$ cat config.mk
export PLATFORM = sky130hd
export DESIGN_NAME = ps2_host_tx
export DESIGN_NICKNAME = d
export VERILOG_FILES = /design/src/rtl/ps2_pkg.sv /design/src/rtl/ps2_line_filter.sv /design/src/rtl/ps2_host_tx.sv
export SDC_FILE = /design/constraint.sdc
export NUM_CORES = 1
export LEC_CHECK = 0
export BUFFER_PORTS_ARGS = -buffer_cell sky130_fd_sc_hd__buf_4
export CAP_MARGIN = 20
export CORE_MARGIN = 3
export CORE_UTILIZATION = 39
export CTS_CLUSTER_DIAMETER = 120
export DETAILED_ROUTE_END_ITERATION = 10
export GPL_TIMING_DRIVEN = 0
export PLACE_DENSITY = 0.66
export RECOVER_POWER = 25
export SYNTH_ARGS = -nofsm -noshare
export SYNTH_HDL_FRONTEND = slang
export SYNTH_SLANG_ARGS = --single-unit
$ cat constraint.sdc
create_clock -name clk -period 6.1 [get_ports clk]
set_input_delay 0.915 -clock clk [delete_from_list [all_inputs] [get_ports clk]]
set_output_delay 0.915 -clock clk [all_outputs]
set_load 0.005 [all_outputs]
$ cat src/rtl/ps2_pkg.sv
// Shared types and constants for the PS/2 host-side logic.
// FRAME_BITS counts the bits driven after the start bit: 8 data, parity, stop.
package ps2_pkg;

    typedef enum logic [2:0] {
        IDLE,
        INHIBIT,
        SETUP,
        WAIT_START,
        SEND,
        ACK,
        WAIT_IDLE
    } ps2_state_t;

    localparam logic [1:0] ERR_NONE    = 2'd0;
    localparam logic [1:0] ERR_NOSTART = 2'd1;
    localparam logic [1:0] ERR_TIMEOUT = 2'd2;
    localparam logic [1:0] ERR_NOACK   = 2'd3;

    localparam int FRAME_BITS = 10;

    // Odd parity: the data byte plus this bit always holds an odd number of ones.
    function automatic logic odd_parity(input logic [7:0] b);
        return ~^b;
    endfunction

endpackage

$ cat src/rtl/ps2_line_filter.sv
// Conditions one raw PS/2 line: 2-FF synchroniser, then a deglitch filter
// that only follows the synced level after FILTER_LEN consecutive equal samples.
module ps2_line_filter #(
    parameter int FILTER_LEN = 8
) (
    input  logic clk,
    input  logic rst,
    input  logic raw,
    output logic level,
    output logic fall
);
    localparam int CNT_W = $clog2(FILTER_LEN + 1);

    logic             sync1;
    logic             sync2;
    logic [CNT_W-1:0] cnt;

    // The counter tracks how long sync2 has disagreed with the filtered level.
    always_ff @(posedge clk) begin
        if (rst) begin
            sync1 <= 1'b1;
            sync2 <= 1'b1;
            level <= 1'b1;
            fall  <= 1'b0;
            cnt   <= '0;
        end else begin
            sync1 <= raw;
            sync2 <= sync1;
            fall  <= 1'b0;
            if (sync2 == level) begin
                cnt <= '0;
            end else if (cnt == CNT_W'(FILTER_LEN - 1)) begin
                level <= sync2;
                fall  <= ~sync2;
                cnt   <= '0;
            end else begin
                cnt <= cnt + 1'b1;
            end
        end
    end

endmodule

$ cat src/rtl/ps2_host_tx.sv
// PS/2 host-to-device byte transmitter: inhibits the bus, issues a request-to-send,
// then shifts data/parity/stop out on device clock falling edges and checks the ACK.
module ps2_host_tx
    import ps2_pkg::*;
#(
    parameter int INHIBIT_CYCLES = 12000,
    parameter int SETUP_CYCLES   = 200,
    parameter int START_TIMEOUT  = 1500000,
    parameter int FRAME_TIMEOUT  = 200000,
    parameter int FILTER_LEN     = 8
) (
    input  logic       clk,
    input  logic       rst,
    input  logic [7:0] tx_data,
    input  logic       tx_valid,
    output logic       tx_ready,
    output logic       busy,
    output logic       done,
    output logic       err,
    output logic [1:0] err_code,
    input  logic       ps2_clk_in,
    input  logic       ps2_data_in,
    output logic       ps2_clk_oe,
    output logic       ps2_data_oe
);
    // state      | meaning
    // IDLE       | lines released, ready for a byte
    // INHIBIT    | CLK pulled low to abort any device traffic
    // SETUP      | CLK and DATA low: request-to-send with start bit
    // WAIT_START | CLK released, waiting for the device's first falling edge
    // SEND       | driving data bits, parity and stop on falling edges
    // ACK        | sampling the device's ACK on the 11th falling edge
    // WAIT_IDLE  | waiting for the device to release both lines

    localparam int TMAX_A  = (INHIBIT_CYCLES > SETUP_CYCLES) ? INHIBIT_CYCLES : SETUP_CYCLES;
    localparam int TMAX    = (TMAX_A > START_TIMEOUT) ? TMAX_A : START_TIMEOUT;
    localparam int TIMER_W = $clog2(TMAX + 1);
    localparam int FRAME_W = $clog2(FRAME_TIMEOUT + 1);

    ps2_state_t         state;
    logic [TIMER_W-1:0] timer;
    logic [FRAME_W-1:0] frame_cnt;
    logic [8:0]         shreg;
    logic [3:0]         bit_cnt;

    logic clk_filt;
    logic clk_fall;
    logic data_filt;
    logic data_fall_unused;

    ps2_line_filter #(.FILTER_LEN(FILTER_LEN)) u_clk_filter (
        .clk   (clk),
        .rst   (rst),
        .raw   (ps2_clk_in),
        .level (clk_filt),
        .fall  (clk_fall)
    );

    ps2_line_filter #(.FILTER_LEN(FILTER_LEN)) u_data_filter (
        .clk   (clk),
        .rst   (rst),
        .raw   (ps2_data_in),
        .level (data_filt),
        .fall  (data_fall_unused)
    );

    assign tx_ready = (state == IDLE);
    assign busy     = (state != IDLE);

    always_ff @(posedge clk) begin
        if (rst) begin
            state       <= IDLE;
            timer       <= '0;
            frame_cnt   <= '0;
            shreg       <= '0;
            bit_cnt     <= '0;
            ps2_clk_oe  <= 1'b0;
            ps2_data_oe <= 1'b0;
            done        <= 1'b0;
            err         <= 1'b0;
            err_code    <= ERR_NONE;
        end else begin
            done <= 1'b0;
            err  <= 1'b0;
            case (state)
                IDLE: begin
                    if (tx_valid) begin
                        shreg       <= {1'b1, odd_parity(tx_data), tx_data};
                        bit_cnt     <= '0;
                        err_code    <= ERR_NONE;
                        timer       <= TIMER_W'(INHIBIT_CYCLES - 1);
                        ps2_clk_oe  <= 1'b1;
                        ps2_data_oe <= 1'b0;
                        state       <= INHIBIT;
                    end
                end

                INHIBIT: begin
                    if (timer == '0) begin
                        timer       <= TIMER_W'(SETUP_CYCLES - 1);
                        ps2_data_oe <= 1'b1;
                        state       <= SETUP;
                    end else begin
                        timer <= timer - 1'b1;
                    end
                end

                SETUP: begin
                    if (timer == '0) begin
                        timer      <= TIMER_W'(START_TIMEOUT - 1);
                        ps2_clk_oe <= 1'b0;
                        state      <= WAIT_START;
                    end else begin
                        timer <= timer - 1'b1;
                    end
                end

                WAIT_START: begin
                    if (clk_fall) begin
                        ps2_data_oe <= ~shreg[0];
                        shreg       <= {1'b1, shreg[8:1]};
                        bit_cnt     <= 4'd1;
                        frame_cnt   <= FRAME_W'(FRAME_TIMEOUT - 1);
                        state       <= SEND;
                    end else if (timer == '0) begin
                        ps2_clk_oe  <= 1'b0;
                        ps2_data_oe <= 1'b0;
                        done        <= 1'b1;
                        err         <= 1'b1;
                        err_code    <= ERR_NOSTART;
                        state       <= IDLE;
                    end else begin
                        timer <= timer - 1'b1;
                    end
                end

                SEND, ACK, WAIT_IDLE: begin
                    // One frame budget covers data, ACK and the release of the lines.
                    if (frame_cnt == '0) begin
                        ps2_clk_oe  <= 1'b0;
                        ps2_data_oe <= 1'b0;
                        done        <= 1'b1;
                        err         <= 1'b1;
                        err_code    <= ERR_TIMEOUT;
                        state       <= IDLE;
                    end else begin
                        frame_cnt <= frame_cnt - 1'b1;
                        if (state == SEND) begin
                            if (clk_fall) begin
                                ps2_data_oe <= ~shreg[0];
                                shreg       <= {1'b1, shreg[8:1]};
                                bit_cnt     <= bit_cnt + 1'b1;
                                if (bit_cnt == 4'(FRAME_BITS - 1)) begin
                                    state <= ACK;
                                end
                            end
                        end else if (state == ACK) begin
                            if (clk_fall) begin
                                if (!data_filt) begin
                                    state <= WAIT_IDLE;
                                end else begin
                                    ps2_clk_oe  <= 1'b0;
                                    ps2_data_oe <= 1'b0;
                                    done        <= 1'b1;
                                    err         <= 1'b1;
                                    err_code    <= ERR_NOACK;
                                    state       <= IDLE;
                                end
                            end
                        end else if (clk_filt && data_filt) begin
                            done     <= 1'b1;
                            err_code <= ERR_NONE;
                            state    <= IDLE;
                        end
                    end
                end

                default: begin
                    ps2_clk_oe  <= 1'b0;
                    ps2_data_oe <= 1'b0;
                    state       <= IDLE;
                end
            endcase
        end
    end

endmodule

==> metrics.yaml, run 1 <==
status: "finished clean"
slew_headroom: 0.4490
ys_seq_elements: 76
insertion_delay_ns: 0.36
critical_path.max_fanout: 7
post-place-ws_ns: 3.251
pin_count: 21
cp.arrival_ns: 3.06
synth_top_cell_area_share: 0.3710
power.switching_uw: 575.6
start_util: 0.4102
final_cell_mix: "dfxtp_1 (76), nor2_1 (59), a21oi_1 (44)"
syn_area_per_cell_um2: 8.042
clkTransAtPathRegs_ns: 0.09
synth_cell_types: 58
ir_drop_mv: 0.1459
cts_tree: "done"
syn2layout_area_growth_pct: 12.66
fp.dieW_um: 108.6
post-dp-hpwl_mm: 8.149
avgRoutedWirePerCell_um: 16.83
synth_edf_count: 0
gp_congestion: 0.9729
fin_nets: 561
end_kind: "register"
antennaDiodeCount: 0
worst_slew_pin_slew_ns: 0.8227
p_int_uw: 911.4
ctsResizeCount: 0
ant_nets: 0
hold_path_class: "register to register"
mappedNetlistArea_um2: 4101
p_leak_nw: 1.696
grt_util_all_layers: 0.1988
cts_inserted_buffers: 9
cp.required_ns: 6.35
antenna_found_initial: 0
overflow: 0
synth_ff_type: "dfxtp_1"
cap_violations: 0
path_class: "register to register"
drive_gt1_frac: 0.09707
drtIter0Drc: 339
rsz0062_at_grt: "false"
slowest_stage: "nor3_1"
ctsRootBufferMaster: "clkbuf_8"
ys_top_cells_by_area: "dfxtp_1 (37%), nor2_1 (5.4%), a21oi_1 (5.4%)"
rows: 36
grt_max_degree: 16
synth_nets: 530
ys_seq_area_frac: 0.3710
crit_chain: "nor4_1, nand4b_1, nor3_1, a211oi_1, a22oi_1, o21ai_0"
cts_buffer_depth: 2
p_seq_frac: 0.402
report.final.slew_viol_count: 0
cts.sinks: 76
fin_ws_ns: 3.290
clkPwrFrac: 0.274
vias_per_cell: 5.810
core-area_um2: 10000
swShare: 0.3871
dr.pass1.iters: 5
dieHeight_um: 108.6
drc: 0
final_common_cell: "dfxtp_1"
setup_viol: 0
grt_pass1_vias: 3663
fin_crit_sh: 0.4606
cts_hold_buf: 0
startpoint_type: "register"
synthArstFlopShare: 0
setup-tns-final_ns: 0
yosysTopAreaCell: "dfxtp_1"
power_density_nw_per_um2: 321.8
dieArea_um2: 11780
htree_levels: 3
max_freq_ghz: 0.3559
worst_hold_slack_ns: 0.4177
hold_viol: 0
syn_inst: 510
wl_mm: 11.43
num_vias: 3945
yosys_warnings: 0
portBuffers: 20
grt_pass1_wl_mm: 18.64
power_mw: 1.487
max_stage_delay_ns: 0.76
skew_ns: 0.01302
pwr-share-comb: 0.323
fin_crit_ns: 2.810
post_cts_buffers: 0
kinds of logic after synthesis:
group	share of synthesized area
AND/OR/NAND/NOR	0.2590
buffers and inverters	0.03783
adder cells (fa/ha/maj)	0.02135
AO/OA/AOI/OAI	0.2218
flip-flops	0.3710
XOR/XNOR	0.05979
multiplexers	0.02929
layout make-up:
type | instances | area [um^2]
inverter | 14 | 52.55
clock inverter | 7 | 82.58
multi-input combinational | 394 | 2425
sequential | 76 | 1521
clock buffer | 9 | 123.9
timing repair buffer | 20 | 146.4
fill | 1012 | 5379
tap | 133 | 166.4
buffer | 26 | 102.6
path summary, 6_finish.rpt:
kind,startpoint,to,slack (ns),depth (start not counted)
max,timer[6],timer[20],3.29,6
min,u_clk_filter.sync1,u_clk_filter.sync2,0.42,1
max reg2reg,timer[6],timer[20],3.29,6
min reg2reg,u_clk_filter.sync1,u_clk_filter.sync2,0.42,1
flip-flops by register name, summed over array words and instances, names as in the netlist:
| signal | cells |
|---|---|
| u_clk_filter.sync2 | 1 |
| bit_cnt | 4 |
| u_clk_filter.fall | 1 |
| state | 3 |
| u_data_filter.level | 1 |
| err_code | 2 |
| err | 1 |
| done | 1 |
| ps2_clk_oe | 1 |
| frame_cnt | 18 |
| u_data_filter.sync2 | 1 |
| u_data_filter.sync1 | 1 |
| u_clk_filter.sync1 | 1 |
| shreg | 9 |
| u_clk_filter.level | 1 |
| u_clk_filter.cnt | 4 |
| ps2_data_oe | 1 |
| u_data_filter.cnt | 4 |
| timer | 21 |
per-stage QoR:
step                instance area (um^2)  instances    util
finish                              4621        679  0.4621
CTS                                 4624        679  0.4625
detailed placement                  4418        663  0.4418
global placement                    4418        663  0.4418
global route                        4621        679  0.4621
floorplan                           4101        510       -
cells in the mapped netlist (9+ instances only):
library cell and number:
xnor2_1 19, nand2_1 35, inv_1 13, xor2_1 9
or3_1 11, nor4_1 12, a211oi_1 21, o21ai_0 27
nor3_1 21, clkbuf_1 18, a21oi_1 44, dfxtp_1 76
nor2_1 59, a31oi_1 9, mux2i_1 12, nand3_1 14
power by group through the flow:
stage               sequential [mW]  clock [mW]  combinational [mW]
CTS                           0.597       0.419               0.469
detailed placement            0.609           0               0.465
finish                        0.599       0.408               0.481
global route                  0.606       0.443               0.528
floorplan                     0.594           0               0.338
global placement              0.607           0               0.463
critical path, delay by kind of cell (launching register included):
| family | cells | cell delay [ns] |
|---|---|---|
| AND/OR/NAND/NOR | 3 | 1.91 |
| AO/OA/AOI/OAI | 3 | 0.42 |
| flip-flops | 1 | 0.37 |
metal layers:
metal,share of wire,wire [um],track usage
met1,0.47,5406,0.2750
met2,0.43,4959,0.3023
met3,0.064,726,0.04000
met5,0,0,0
met4,0.029,335,0.08025
No activity file was read; power rests on OpenSTA's default activity.
==> run 2: changes to the inputs <==
Settings changed: ABC_AREA from default to 1.
Clock period 6.1 ns to 2.9 ns, I/O delays scaled along.
==> run 2 against run 1 <==
  * First-iteration DRC count decreased by 7.1%
  * Clock power increased by 120%
  * Maximum frequency increased by 23%
  * Die area increased by 6.2%
  * Utilization decreased by 1.2 points
  * Wire length decreased by 6.4%
  * Non-clock buffer count decreased by 13
  * Via count increased by 8.0%
  * Largest power group is now combinational cells
  * Critical path depth increased by 4
  * Count of clock-buffer cells in the layout increased by 1
  * Largest cell class unchanged
==> metrics.yaml, run 2 <==
top_register: "timer"
drc: 0
dr_wl_met2_mm: 4.886
setup-tns-final_ns: 0
insertion_delay_ns: 0.37
dieHeight_um: 111.8
ys_seq_area_frac: 0.3482
power_density_nw_per_um2: 1129
fin_nets: 724
cts_inserted_buffers: 9
status: "finished clean"
yosysTopAreaCell: "dfxtp_1"
skew_ns: 0.009692
worst_slew_pin_slew_ns: 0.6009
fp.dieW_um: 111.8
avgRoutedWirePerCell_um: 12.60
antenna_found_initial: 0
syn_inst: 674
cts_hold_buf: 0
cap_violations: 0
drtIter0Drc: 315
final_common_cell: "nand2_1"
startpoint_type: "register"
pin_count: 21
syn2layout_area_growth_pct: 12.23
ys_seq_elements: 76
start_util: 0.4013
met1Wirelength_mm: 5.131
cp.required_ns: 3.14
yosysMostFrequentCell: "nand2_1"
overflow: 0
setup_viol: 0
fin_crit_ns: 2.285
htree_levels: 3
synth_common_cells: "nand2_1 (150), nor2_1 (136), dfxtp_1 (76), inv_1 (63), a21oi_1 (48)"
clkTransAtPathRegs_ns: 0.08
grt_pass1_wl_mm: 18.44
ys_top_cells_by_area: "dfxtp_1 (35%), nand2_1 (13%), nor2_1 (12%)"
wl_mm: 10.70
critical_path.max_fanout: 10
largest_register_ff_count: 21
final_cells: 849
syn_area_per_cell_um2: 6.482
yosys_warnings: 0
p_leak_nw: 2.291
hold_path_class: "input pin to register"
portBuffers: 19
antennaDiodeCount: 0
dr.pass1.iters: 5
reg_top3: "timer (21), frame_cnt (18), shreg (9)"
drive_gt1_frac: 0.1030
fin_crit_sh: 0.7879
rows: 38
path_class: "register to register"
mappedNetlistArea_um2: 4369
report.final.slew_viol_count: 0
cts_buffer_depth: 2
ctsRootBufferMaster: "clkbuf_8"
ir_drop_mv: 0.4287
grt_util_all_layers: 0.1783
gp_congestion: 0.9272
synth_ff_type: "dfxtp_1"
max_freq_ghz: 0.4377
grt_max_degree: 14
synth_edf_count: 0
n_fill_cell: 1114
placed_cells: 833
post_cts_buffers: 0
num_vias: 4260
synthArstFlopShare: 0
dieArea_um2: 12510
synth_cell_types: 39
vias_per_cell: 5.018
ant_nets: 0
grt_pass1_vias: 4017
highest_layer: "met4"
final_cell_mix: "nand2_1 (150), nor2_1 (136), dfxtp_1 (76)"
cts_tree: "done"
worst_hold_slack_ns: 0.2437
synth_top_cell_area_share: 0.3482
core-area_um2: 10890
rsz0062_at_grt: "false"
post-dp-hpwl_mm: 8.090
synth_nets: 694
end_kind: "register"
hold_viol: 0
slew_headroom: 0.5994
dr_wl_met3_um: 476
ctsResizeCount: 0
cts.sinks: 76
cp.arrival_ns: 2.52
==> run 2: changes by cell type in the layout (fill, tap and decap cells not counted), sizes merged, moves of 16 or more <==
cell / before / now
nand2: 35 / 156
nor2: 59 / 146
a211oi: 21 / 1
o21ai: 28 / 44
inv: 17 / 69
nand3: 14 / 43
==> run 2: kinds of logic (layout without fill, tap and decap cells) <==
group / after synthesis / after routing / synth area share
adder cells (fa/ha/maj): 7 / 7 / 0.02004
XOR/XNOR: 34 / 34 / 0.06815
AO/OA/AOI/OAI: 97 / 97 / 0.1171
flip-flops: 76 / 76 / 0.3482
AND/OR/NAND/NOR: 375 / 375 / 0.3686
buffers and inverters: 85 / 120 / 0.07789
==> run 2: layer usage <==
metal	global-route usage	vias up
li1	-	2203
met1	0.2360	1944
met2	0.2854	95
met3	0.04239	18
met4	0.06083	0
met5	0	-
==> run 2: path summary, 6_finish.rpt <==
kind / startpoint / endpoint / slack [ns] / cells past startpoint
max reg2reg: frame_cnt[0] / frame_cnt[4] / 0.62 / 10
min: ps2_data_in / u_data_filter.sync1 / 0.24 / 2
min reg2reg: u_data_filter.sync1 / u_data_filter.sync2 / 0.42 / 1
max: frame_cnt[0] / frame_cnt[4] / 0.62 / 10
==> run 2: stage by stage <==
step / util / area (um^2) / setup WS, ns / total power [mW]
3_3_place_gp: 0.4305 / 4687 / 0.7412 / 4.544
2_1_floorplan: - / 4369 / 1.124 / 3.889
5_1_grt: 0.4504 / 4903 / 0.4434 / 6.087
3_5_place_dp: 0.4305 / 4687 / 0.6756 / 4.614
6_report: 0.4504 / 4903 / 0.6152 / 5.535
4_1_cts: 0.4504 / 4903 / 0.6671 / 5.525
==> run 2: power by group <==
part | switching (mW) | internal, mW | leakage [nW]
Combinational | 2.06 | 1.06 | 1.57
Clock | 0.421 | 0.485 | 0.102
Sequential | 0.217 | 1.30 | 0.622
==> run 2: cell type report <==
class                   instances  area, um^2  area share
clock buffers                  10       127.6     0.02603
repair buffers                 19       142.6     0.02909
well taps                     140       175.2     0.03572
flip-flops and latches         76        1521      0.3103
plain buffers                  14       71.32     0.01454
multi-input cells             513        2507      0.5114
inverters                      71       269.0     0.05486
clock inverters                 6       88.84     0.01812
==> run 2: worst max-delay path: stages, from the launching register on <==
cell,delay (ns)
dfxtp_1,0.33
inv_1,0.12
ha_1,0.21
nand2_1,0.11
nor2_2,0.27
nand3_2,0.27
nand2_1,0.26
nand2_2,0.19
buf_2,0.23
o21ai_0,0.10
a21oi_1,0.08
